$ cat config.mk
export PLATFORM = sky130hd
export DESIGN_NAME = status_flags_unit
export DESIGN_NICKNAME = d
export VERILOG_FILES = /design/src/rtl/status_flags_unit.sv
export SDC_FILE = /design/constraint.sdc
export NUM_CORES = 1
export LEC_CHECK = 0
export ABC_CLOCK_PERIOD_IN_PS = 1900
export BUFFER_PORTS_ARGS = -buffer_cell sky130_fd_sc_hd__buf_4
export CAP_MARGIN = 20
export CORE_MARGIN = 4
export CORE_UTILIZATION = 52
export CTS_CLUSTER_DIAMETER = 60
export DETAILED_ROUTE_END_ITERATION = 10
export HOLD_SLACK_MARGIN = 0.08
export PLACE_DENSITY = 0.77
export SKIP_CTS_REPAIR_TIMING = 1
export SYNTH_ARGS = -nofsm -noshare
export SYNTH_HDL_FRONTEND = slang
export SYNTH_SLANG_ARGS = --single-unit
$ cat constraint.sdc
create_clock -name clk -period 1.9 [get_ports clk]
set_input_delay 0.38 -clock clk [delete_from_list [all_inputs] [get_ports clk]]
set_output_delay 0.38 -clock clk [all_outputs]
set_load 0.1 [all_outputs]
$ cat src/rtl/status_flags_unit.sv
// NZCV status register with masked MSR writes and a LIFO shadow stack for exception save/restore.
// Optional `FLAG_BYPASS_EN`: N/Z/C/V expose the combinational next-state flags instead of the register.
module status_flags_unit #(
    parameter int STACK_DEPTH = 4,
    parameter int DEPTH_W     = 4
) (
    input  logic               clk,
    input  logic               rst_n,
    input  logic               Stall,
    input  logic               StatusUpdate,
    input  logic               N_In,
    input  logic               Z_In,
    input  logic               C_In,
    input  logic               V_In,
    input  logic               MsrWrite,
    input  logic [3:0]         MsrData,
    input  logic [3:0]         MsrMask,
    input  logic               Push,
    input  logic               Pop,
    output logic               N,
    output logic               Z,
    output logic               C,
    output logic               V,
    output logic [DEPTH_W-1:0] Depth,
    output logic               StackErr
);

    localparam int IDX_W = (STACK_DEPTH > 1) ? $clog2(STACK_DEPTH) : 1;
    localparam logic [DEPTH_W-1:0] FULL = DEPTH_W'(STACK_DEPTH);

    // Flags are kept packed as {V,N,C,Z}, the same order as MsrData/MsrMask.
    logic [3:0]         flags_q;
    logic [3:0]         flags_d;
    logic [DEPTH_W-1:0] depth_q;
    logic [DEPTH_W-1:0] depth_d;
    logic               err_q;
    logic               err_d;
    logic               do_push;
    logic [IDX_W-1:0]   push_idx;
    logic [IDX_W-1:0]   top_idx;
    logic [3:0]         stack [STACK_DEPTH];

    assign push_idx = IDX_W'(depth_q);
    assign top_idx  = IDX_W'(depth_q - DEPTH_W'(1));

    // Push saves the pre-update flags, so the flag update below still sees flags_q.
    always_comb begin
        flags_d = flags_q;
        depth_d = depth_q;
        err_d   = err_q;
        do_push = 1'b0;
        if (!Stall && !(Push && Pop)) begin
            if (Pop) begin
                if (depth_q != '0) begin
                    flags_d = stack[top_idx];
                    depth_d = depth_q - DEPTH_W'(1);
                end else begin
                    err_d = 1'b1;
                end
            end else begin
                if (Push) begin
                    if (depth_q < FULL) begin
                        do_push = 1'b1;
                        depth_d = depth_q + DEPTH_W'(1);
                    end else begin
                        err_d = 1'b1;
                    end
                end
                if (MsrWrite) begin
                    flags_d = (flags_q & ~MsrMask) | (MsrData & MsrMask);
                end else if (StatusUpdate) begin
                    flags_d = {V_In, N_In, C_In, Z_In};
                end
            end
        end
    end

    always_ff @(posedge clk) begin
        if (!rst_n) begin
            flags_q <= 4'b0000;
            depth_q <= '0;
            err_q   <= 1'b0;
        end else begin
            flags_q <= flags_d;
            depth_q <= depth_d;
            err_q   <= err_d;
        end
    end

    // Stack contents need no reset; Depth alone decides which entries are meaningful.
    always_ff @(posedge clk) begin
        if (rst_n && do_push) begin
            stack[push_idx] <= flags_q;
        end
    end

`ifdef FLAG_BYPASS_EN
    assign {V, N, C, Z} = rst_n ? flags_d : 4'b0000;
`else
    assign {V, N, C, Z} = flags_q;
`endif

    assign Depth    = depth_q;
    assign StackErr = err_q;

endmodule

==> metrics.log, run 1 <==
INFO  metric outcome = complete, no violations
INFO  metric grt_use_met2 = 31.32%
INFO  metric drt_first_iter_violations = 21
INFO  metric synth.distinct_cells = 31
INFO  metric gp_congestion = 0.7880
INFO  metric fp.coreArea = about 2300 um2
INFO  metric fin_total_pwr = about 1.2 mW
INFO  metric synth_top_area_cell = edfxtp_1
INFO  metric drt_pre_antenna_iters = 4
INFO  metric slew_of_the_pin_with_the_lowest_slew_margin = 0.2807 ns
INFO  metric gate_count_after_technology_mapping = 110
INFO  metric synth_seq_cells = 25
INFO  metric final-setup-viol-count = 0
INFO  metric portBuffers = 27
INFO  metric grt_setup_unrepaired = no
INFO  metric remaining_drc_errors = 0
INFO  metric synth_edf_count = 16
INFO  metric core.rowCount = 17
INFO  metric grt_max_degree = 16
INFO  metric first_pass_grt_wire_length = ~4.4 mm
INFO  metric numCtsBuffers = 3
INFO  metric kind_of_end_point_of_the_critical_path = flip-flop
INFO  metric dieWidth = between 50 and 60 um
INFO  metric timing.setup.critical_path_class = reg -> reg
INFO  metric area_delta_synth_final = 23.98%
INFO  metric timing.critical_path.fanout_max = 9
INFO  metric synth_nets = 133
INFO  metric post_drt_via_cell_ratio = 5.535
INFO  metric gr-usage-met1 = between 20% and 30%
INFO  metric synth_async_sr_flop_share = 0%
INFO  metric critPathLaunchType = flip-flop
INFO  metric fill_cells = 188
INFO  metric gr-usage-all-layers = 17.37%
INFO  metric worst_slew_margin_rel = 81.26%
INFO  metric critical_path.slowest_cell = dfxtp_4
INFO  metric post_synth_instance_area = 1262 um2
INFO  metric hold_class = in -> reg
INFO  metric finalCriticalPeriod = around 1.8 ns
INFO  metric groute.layer.met3.usage = 2.941%
INFO  metric routedWlPerCell = 15.98 um
INFO  metric power_per_cell_area = 790.7 nW/um2
INFO  metric fraction_of_the_yosys_area_taken_by_sequential_cells = 52.33%
INFO  metric ant_cells = 0
INFO  metric globalRouteOverflowTotal = 0
INFO  metric worst-endpoint-arrival = 2.00 ns
INFO  metric crit_buf_inv = 2
INFO  metric globalRoute.busiestLayer = met2
INFO  metric critical_path.max_stage_delay = 0.41 ns
INFO  metric tritoncts_clock_tree = yes
INFO  metric data_required_time_at_the_worst_endpoint = 2.12 ns
INFO  metric timing.reg2reg.setup_slack = 0.12 ns
INFO  metric yosysWarnings = 0
INFO  metric insertion_delay = 0.31 ns
INFO  metric multi_input_logic_area = 566.8 um2
INFO  metric drtAntennaViolNets = 0
INFO  metric postSynth.topFlopCell = edfxtp_1
INFO  metric crit_family = compound AO/OA/AOI/OAI gates
INFO  metric htree_levels = 1
INFO  metric pin_count = 28
INFO  metric start_util = 55.99%
INFO  metric clock-skew-final = 0.006175 ns
INFO  metric fin_crit_sh = 93.65%
INFO  metric drt-total-wl = 2.716 mm
INFO  metric die_area = 3280 um2
INFO  metric ff_latch_area = between 600 and 700 um2
INFO  metric max_cap_violations = 0
INFO  metric postSynthAreaPerCell = 11.48 um2
INFO  metric synth.area.top_cells = edfxtp_1 38%, dfxtp_1 14%, mux2i_1 7.9%, ha_1 4.0%, nand2_1 3.0%
INFO  metric hold_viol = 0
INFO  metric ctsLongestPathBuffers = 2
INFO  metric leakagePower = a little over 0.6 nW
INFO  metric total_via_count_in_the_routed_design = between 900 and 1000
INFO  metric antenna_found_initial = 0
INFO  metric via_count_of_the_first_global_routing_pass = 947
INFO  metric timing.setup.tns = 0 ns
INFO  metric post-synth-top-area-fraction = about two fifths
INFO  metric crit_path_cell_trace = inv_1 -> ha_1 -> buf_6 -> mux2i_1 -> o22a_1 -> o21ai_0 -> o221a_1
INFO  metric clockRootBuffer = clkbuf_4
INFO  metric worst_ir_drop_vdd = 468.0 uV
INFO  metric hpwlAfterDp = 2.185 mm
INFO  metric cts.reportedPaths.clkPinSlew = 0.14 ns
INFO  metric nets = between 150 and 200
INFO  metric drive_gt1_share = 30.99%
INFO  metric clock.fmax = 562.0 MHz
INFO  metric cts.sink_count = 25
INFO  metric timing_max_transition_violations_final = 0
INFO  metric floorplan.die.height = 57.27 um
==> layout make-up <==
cell class	instances	area share [%]
Clock buffer	3	1.439
Clock inverter	1	0.4796
Inverter	5	1.199
Multi-Input combinational cell	76	36.21
Sequential cell	25	42.85
Tap cell	28	2.238
Timing Repair Buffer	32	15.59
==> final timing paths <==
path,startpoint,end,depth (start not counted)
worst max-delay path,Depth[0]$_SDFFE_PN0P_,flip-flop,7
worst min-delay path,rst_n,StackErr$_SDFFE_PN0P_,2
worst max register to register,Depth[0]$_SDFFE_PN0P_,flip-flop,7
worst min register to register,StackErr$_SDFFE_PN0P_,StackErr$_SDFFE_PN0P_,1
==> per-layer routing <==
| metal | wire length, um | up-vias |
|---|---|---|
| li1 | - | 474 |
| met2 | 1439 | 20 |
| met1 | 1145 | 445 |
| met3 | 113 | 2 |
| met5 | 0 | - |
| met4 | 19 | 0 |
==> kinds of logic after synthesis <==
group | synth area share, %
mux | 7.929
buf+inv | 2.775
xor+xnor | 1.388
flops | 52.33
fa+ha+maj | 3.964
compound gates | 16.25
simple gates | 15.36
==> cells in the mapped netlist, types with 2 or more instances <==
cell	count
nor3b_2	2
inv_1	5
ha_1	4
edfxtp_1	16
nand2b_1	4
dfxtp_1	9
xnor2_1	2
o21ai_0	5
mux2i_1	10
o31ai_1	2
a21oi_1	2
o22ai_1	4
nand2_1	10
clkbuf_1	3
and2_1	5
nor2_1	8
o221a_1	3
o22a_1	3
==> where the power goes <==
| group | internal, mW | switching, mW |
|---|---|---|
| logic | 0.144 | 0.229 |
| clock network | 0.0801 | 0.155 |
| registers | 0.601 | 0.0281 |
| total | 0.825 | 0.413 |
==> stage by stage <==
stage | area (um2) | hold WS [ns] | util, % | cells | setup WS, ns
4_1_cts | 1562 | 0.3505 | 69.26 | 170 | 0.08823
2_1_floorplan | 1275 | 0.5249 | - | 110 | 0.03575
6_report | 1565 | 0.3600 | 69.42 | 170 | 0.1207
3_5_place_dp | 1531 | 0.4560 | 67.92 | 166 | 0.04397
3_3_place_gp | 1531 | 0.4555 | 67.92 | 166 | 0.04963
5_1_grt | 1565 | 0.3523 | 69.42 | 170 | 0.03071
==> layout by cell type (no fill, tap or decap), drive strengths merged, types with 3 or more instances in the layout <==
cell type  count
nand2         10
and2           5
inv            5
o22ai          5
clkbuf         3
nand2b         4
ha             4
dfxtp          9
o221a          3
edfxtp        16
buf           32
o21ai          6
o22a           3
nor2           8
mux2i         10
Power figures use the tool's default switching activity.
==> run 2: changes to the inputs <==
BUFFER_PORTS_ARGS = default   (was -buffer_cell sky130_fd_sc_hd__buf_4)
CORE_UTILIZATION = 60   (was 52)
DONT_BUFFER_PORTS = 1   (was default)
PLACE_DENSITY = 0.76   (was 0.77)
==> metrics.log, run 2 (same netlist as run 1, synthesis figures left out) <==
INFO  metric htree_levels = 1 (unchanged)
INFO  metric core.rowCount = 16 (-1)
INFO  metric portBuffers = 0 (-100%)
INFO  metric finalCriticalPeriod = 1.721 ns (-0.05812 ns)
INFO  metric crit_path_cell_trace = or4b_4 -> nor3b_2 -> and2_1
INFO  metric critPathLaunchType = flip-flop
INFO  metric first_pass_grt_wire_length = 3.953 mm (-10%)
INFO  metric min_from = rst_n
INFO  metric globalRouteOverflowTotal = 0 (unchanged)
INFO  metric timing.critical_path.fanout_max = 4 (-5)
INFO  metric area_delta_synth_final = 11.30%
INFO  metric drt_pre_antenna_iters = 4 (unchanged)
INFO  metric reg2reg_from = Depth[3]$_SDFFE_PN0P_
INFO  metric worst-endpoint-arrival = 1.74 ns (-0.26 ns)
INFO  metric max_cap_violations = 0 (unchanged)
INFO  metric hpwlAfterDp = 1.923 mm (-12%)
INFO  metric power_per_cell_area = 845.2 nW/um2 (+6.9%)
INFO  metric drtAntennaViolNets = 0 (unchanged)
INFO  metric critical_path.max_stage_delay = 0.55 ns (+0.14 ns)
INFO  metric insertion_delay = 0.31 ns (about the same)
INFO  metric slew_of_the_pin_with_the_lowest_slew_margin = 0.3455 ns (+0.06478 ns)
INFO  metric most_frequent_cells_in_the_layout = 16 x edfxtp_1, 11 x buf_4, 10 x nand2_1, 10 x mux2i_1, 8 x nor2_1
INFO  metric worst_ir_drop_vdd = 518.8 uV (+11%)
INFO  metric nets = 145 (-13%)
INFO  metric hold_class = in -> reg
INFO  metric grt_setup_unrepaired = no
INFO  metric pin_count = 28 (unchanged)
INFO  metric timing.setup.critical_path_class = reg -> reg
INFO  metric clockRootBuffer = clkbuf_4
INFO  metric worst_hold_path.num_cells = 1 (-1)
INFO  metric dieWidth = 53.87 um (-5.9%)
INFO  metric total_via_count_in_the_routed_design = 881 (-6.4%)
INFO  metric kind_of_end_point_of_the_critical_path = flip-flop
INFO  metric clock.fmax = 581.0 MHz (+3.4%)
INFO  metric timing.setup.tns = 0 ns (unchanged)
INFO  metric ant_cells = 0 (unchanged)
INFO  metric clock-skew-final = 0.009920 ns (+0.003745 ns)
INFO  metric gp_congestion = 0.8119 (+3.0%)
INFO  metric tritoncts_clock_tree = yes
INFO  metric leakagePower = 0.5191 nW (-17%)
INFO  metric fin_total_pwr = 1.188 mW (-4.1%)
INFO  metric outcome = complete, no violations
INFO  metric timing.reg2reg.setup_slack = 0.18 ns (+0.06 ns)
INFO  metric worst_slew_margin_rel = 76.97% (-4.3 points)
INFO  metric worst_hold_path.endpoint = Depth[1]$_SDFFE_PN0P_
INFO  metric remaining_drc_errors = 0 (unchanged)
INFO  metric gr-usage-all-layers = 19.35% (+2.0 points)
INFO  metric finalWorstSetupSlack = 0.1788 ns (+0.05812 ns)
INFO  metric cts.reportedPaths.clkPinSlew = 0.13 ns (about the same)
INFO  metric fin_crit_sh = 90.59% (-3.1 points)
INFO  metric timing_max_transition_violations_final = 0 (unchanged)
INFO  metric crit_family = simple AND/OR/NAND/NOR gates
INFO  metric drive_gt1_share = 19.83% (-11 points)
INFO  metric timing.critical_path.from = Depth[3]$_SDFFE_PN0P_
INFO  metric floorplan.die.height = 53.87 um (-5.9%)
INFO  metric routedWlPerCell = 16.32 um (+2.1%)
INFO  metric critical_path.slowest_cell = or4b_4
INFO  metric worstRegToRegCells = 3 (-4)
INFO  metric start_util = 63.70% (+7.7 points)
INFO  metric fp.coreArea = 1982 um2 (-12%)
INFO  metric drt_first_iter_violations = 11 (-48%)
INFO  metric utilization = 70.90% (+1.5 points)
INFO  metric via_count_of_the_first_global_routing_pass = 859 (-9.3%)
INFO  metric placement.setup.worst_slack = 0.1091 ns (+0.06512 ns)
INFO  metric crit_buf_inv = 0 (-2)
INFO  metric die_area = 2902 um2 (-12%)
INFO  metric cts.sink_count = 25 (unchanged)
INFO  metric fill_cells = 162 (-14%)
INFO  metric numCtsBuffers = 3 (unchanged)
INFO  metric fin_worst_hold_slack = 0.1731 ns (-0.1870 ns)
INFO  metric drt-total-wl = 2.415 mm (-11%)
INFO  metric antenna_found_initial = 0 (unchanged)
INFO  metric ff_latch_area = 670.6 um2 (unchanged)
INFO  metric multi_input_logic_area = 569.3 um2 (+0.44%)
INFO  metric r2r-end = stack[0][2]$_DFFE_PP_
INFO  metric ctsLongestPathBuffers = 2 (unchanged)
INFO  metric grt_max_degree = 17 (+1)
INFO  metric post_drt_via_cell_ratio = 5.953 (+7.5%)
INFO  metric data_required_time_at_the_worst_endpoint = 1.92 ns (-0.20 ns)
INFO  metric hold_viol = 0 (unchanged)
INFO  metric mostFrequentLayoutCell = edfxtp_1
INFO  metric final-setup-viol-count = 0 (unchanged)
-- run 2: cell types whose count changed in the layout (fill, tap and decap cells not counted) --
cell	change
buf_4	-20
ha_2	+1
buf_6	-1
ha_1	-1
-- run 2: power breakdown --
part	switching (mW)	total, mW	internal, mW
clock network	0.160	0.240	0.0801
logic	0.215	0.330	0.115
registers	0.0169	0.617	0.601
-- run 2: worst max path at each step --
stage | to | slack (ns) | cells after the start
2_1_floorplan | stack[0][0]$_DFFE_PP_ | 0.04 | 3
3_3_place_gp | stack[3][1]$_DFFE_PP_ | 0.13 | 3
3_5_place_dp | flip-flop | 0.11 | 6
4_1_cts | flip-flop | 0.09 | 6
5_1_grt | flip-flop | 0.02 | 6
6_report | stack[0][2]$_DFFE_PP_ | 0.18 | 3
-- run 2: worst register-to-register path: stages (launching register included) --
cell and delay, ns:
dfxtp_2 0.34, or4b_4 0.55, nor3b_2 0.27, and2_1 0.27
-- run 2: metal layers --
layer  global-route usage, %  vias to the layer above  routed length (um)
li1                        -                      431                   -
met1                   27.96                      418                1146
met2                   30.65                       30                1123
met3                   2.216                        2                 134
met4                   5.106                        0                  10
met5                       0                        -                   0
-- run 2: stage by stage --
| step | cell area, um2 | cells |
|---|---|---|
| after CTS | 1403 | 148 |
| final | 1405 | 148 |
| after global routing | 1405 | 148 |
| after floorplan | 1275 | 110 |
| after detailed placement | 1373 | 144 |
| after global placement | 1373 | 144 |
-- run 2: cell type report --
cell class / instances / share of cell area (%)
flip-flops and latches: 25 / 47.73
multi-input cells: 76 / 40.52
repair buffers: 11 / 5.877
well taps: 27 / 2.404
clock buffers: 3 / 1.603
inverters: 5 / 1.336
clock inverters: 1 / 0.5343
==> run 3: changes to the inputs <==
ABC_CLOCK_PERIOD_IN_PS = 2200   (was 1900)
clock period = 2.2 ns   (was 1.9 ns; I/O delays follow)
==> metrics.log, run 3 (same netlist as run 1, synthesis figures left out) <==
INFO  metric timing.critical_path.fanout_max = 9 (+5)
INFO  metric min_from = rst_n
INFO  metric drtAntennaViolNets = 0 (unchanged)
INFO  metric first_pass_grt_wire_length = 4.181 mm (+5.8%)
INFO  metric slew_of_the_pin_with_the_lowest_slew_margin = 0.4924 ns (+0.1470 ns)
INFO  metric mostFrequentLayoutCell = edfxtp_1
INFO  metric timing.setup.critical_path_class = reg -> reg
INFO  metric post_drt_via_cell_ratio = 6.096 (+2.4%)
INFO  metric worst_ir_drop_vdd = 610.4 uV (+18%)
INFO  metric antenna_found_initial = 0 (unchanged)
INFO  metric finalCriticalPeriod = 1.910 ns (+0.1890 ns)
INFO  metric reg2reg_from = Depth[0]$_SDFFE_PN0P_
INFO  metric fin_worst_hold_slack = 0.2383 ns (+0.06521 ns)
INFO  metric via_count_of_the_first_global_routing_pass = 905 (+5.4%)
INFO  metric fin_crit_sh = 86.83% (-3.8 points)
INFO  metric drt_first_iter_violations = 26 (+15)
INFO  metric dieWidth = 53.87 um (unchanged)
INFO  metric leakagePower = 0.5098 nW (-1.8%)
INFO  metric clock.fmax = 523.5 MHz (-9.9%)
INFO  metric timing_max_transition_violations_final = 0 (unchanged)
INFO  metric nets = 143 (-1.4%)
INFO  metric gr-usage-all-layers = 20.47% (+1.1 points)
INFO  metric kind_of_end_point_of_the_critical_path = flip-flop
INFO  metric critical_path.slowest_cell = ha_1
INFO  metric final_instance_count_excl_fillers = 146 (-1.4%)
INFO  metric hold_viol = 0 (unchanged)
INFO  metric clockRootBuffer = clkbuf_4
INFO  metric max_cap_violations = 0 (unchanged)
INFO  metric area_delta_synth_final = 9.019%
INFO  metric timing.setup.tns = 0 ns (unchanged)
INFO  metric ctsLongestPathBuffers = 2 (unchanged)
INFO  metric drt_pre_antenna_iters = 4 (unchanged)
INFO  metric timing.critical_path.from = Depth[0]$_SDFFE_PN0P_
INFO  metric hold_class = in -> reg
INFO  metric grt_max_degree = 17 (unchanged)
INFO  metric power_per_cell_area = 733.0 nW/um2 (-13%)
INFO  metric clock-skew-final = 0.002995 ns (-0.006925 ns)
INFO  metric hpwlAfterDp = 1.978 mm (+2.8%)
INFO  metric pin_count = 28 (unchanged)
INFO  metric globalRouteOverflowTotal = 0 (unchanged)
INFO  metric cts.reportedPaths.clkPinSlew = 0.13 ns (about the same)
INFO  metric grt_setup_unrepaired = no
INFO  metric timing.reg2reg.setup_slack = 0.29 ns (+0.11 ns)
INFO  metric worst_slew_margin_rel = 67.17% (-9.8 points)
INFO  metric placed_cells = 142 (-1.4%)
INFO  metric gp_congestion = 0.8194 (+0.92%)
INFO  metric ant_cells = 0 (unchanged)
INFO  metric portBuffers = 0 (unchanged)
INFO  metric numCtsBuffers = 3 (unchanged)
INFO  metric data_required_time_at_the_worst_endpoint = 2.42 ns (+0.50 ns)
INFO  metric fp.coreArea = 1982 um2 (unchanged)
INFO  metric drt-total-wl = 2.546 mm (+5.4%)
INFO  metric tritoncts_clock_tree = yes
INFO  metric routedWlPerCell = 17.44 um (+6.9%)
INFO  metric critPathLaunchType = flip-flop
INFO  metric insertion_delay = 0.31 ns (about the same)
INFO  metric remaining_drc_errors = 0 (unchanged)
INFO  metric cts.sink_count = 25 (unchanged)
INFO  metric crit_path_cell_trace = inv_1 -> ha_1 -> mux2i_1 -> o22a_1 -> o21ai_0 -> o221a_1
INFO  metric outcome = complete, no violations
INFO  metric fill_cells = 155 (-4.3%)
INFO  metric final-setup-viol-count = 0 (unchanged)
INFO  metric critical_path.max_stage_delay = 0.60 ns (+0.05 ns)
INFO  metric worst-endpoint-arrival = 2.13 ns (+0.39 ns)
INFO  metric htree_levels = 1 (unchanged)
INFO  metric die_area = 2902 um2 (unchanged)
INFO  metric core.rowCount = 16 (unchanged)
INFO  metric most_frequent_cells_in_the_layout = 16 x edfxtp_1, 10 x nand2_1, 10 x mux2i_1
INFO  metric floorplan.die.height = 53.87 um (unchanged)
INFO  metric start_util = 63.70% (unchanged)
INFO  metric drive_gt1_share = 15.13% (-4.7 points)
INFO  metric total_via_count_in_the_routed_design = 890 (+1.0%)
## run 3: changes by cell type in the layout (fill, tap and decap cells not counted), sizes merged
cell	delta
clkbuf	+1
clkinvlp	-1
buf	-2
## run 3: critical path: cells and delay by family (launching register included)
family,cells,cell delay (ns)
multiplexers,1,0.30
adder cells (fa/ha/maj),1,0.60
AO/OA/AOI/OAI,3,0.48
flip-flops,1,0.35
buffers and inverters,1,0.07
## run 3: final timing paths
path,cells after the start,end
setup / recovery,6,flip-flop
hold / removal,1,Depth[0]$_SDFFE_PN0P_
setup reg to reg,6,flip-flop
hold reg to reg,0,stack[3][1]$_DFFE_PP_
## run 3: where the power goes
| part | internal, mW | leakage, nW | switching (mW) |
|---|---|---|---|
| Combinational | 0.0882 | 0.270 | 0.188 |
| Clock | 0.0709 | 0.0150 | 0.130 |
| Sequential | 0.519 | 0.225 | 0.0126 |
| Total | 0.678 | 0.510 | 0.331 |
## run 3: per-stage QoR
step	setup slack (ns)	power (mW)	instance area, um2	util, %
after floorplan	0.07814	0.7722	1265	-
after global placement	0.4043	0.8135	1350	68.12
after detailed placement	0.2906	0.8181	1350	68.12
after CTS	0.2760	1.014	1376	69.44
after global routing	0.1799	1.052	1376	69.44
final	0.2898	1.009	1376	69.44
## run 3: cell type report
type | instances | area, um2 | area share (%)
inverters | 5 | 18.77 | 1.364
multi-input cells | 76 | 566.8 | 41.18
clock buffers | 4 | 26.28 | 1.909
flip-flops and latches | 25 | 663.1 | 48.18
well taps | 27 | 33.78 | 2.455
repair buffers | 9 | 67.56 | 4.909
## run 3: routing by layer
metal | vias to the layer above | GRT usage, % | wire (um)
met5 | - | 0 | 0
met4 | 0 | 7.660 | 34
met3 | 5 | 5.263 | 189
met2 | 33 | 32.86 | 1165
met1 | 422 | 26.37 | 1157
li1 | 430 | - | -
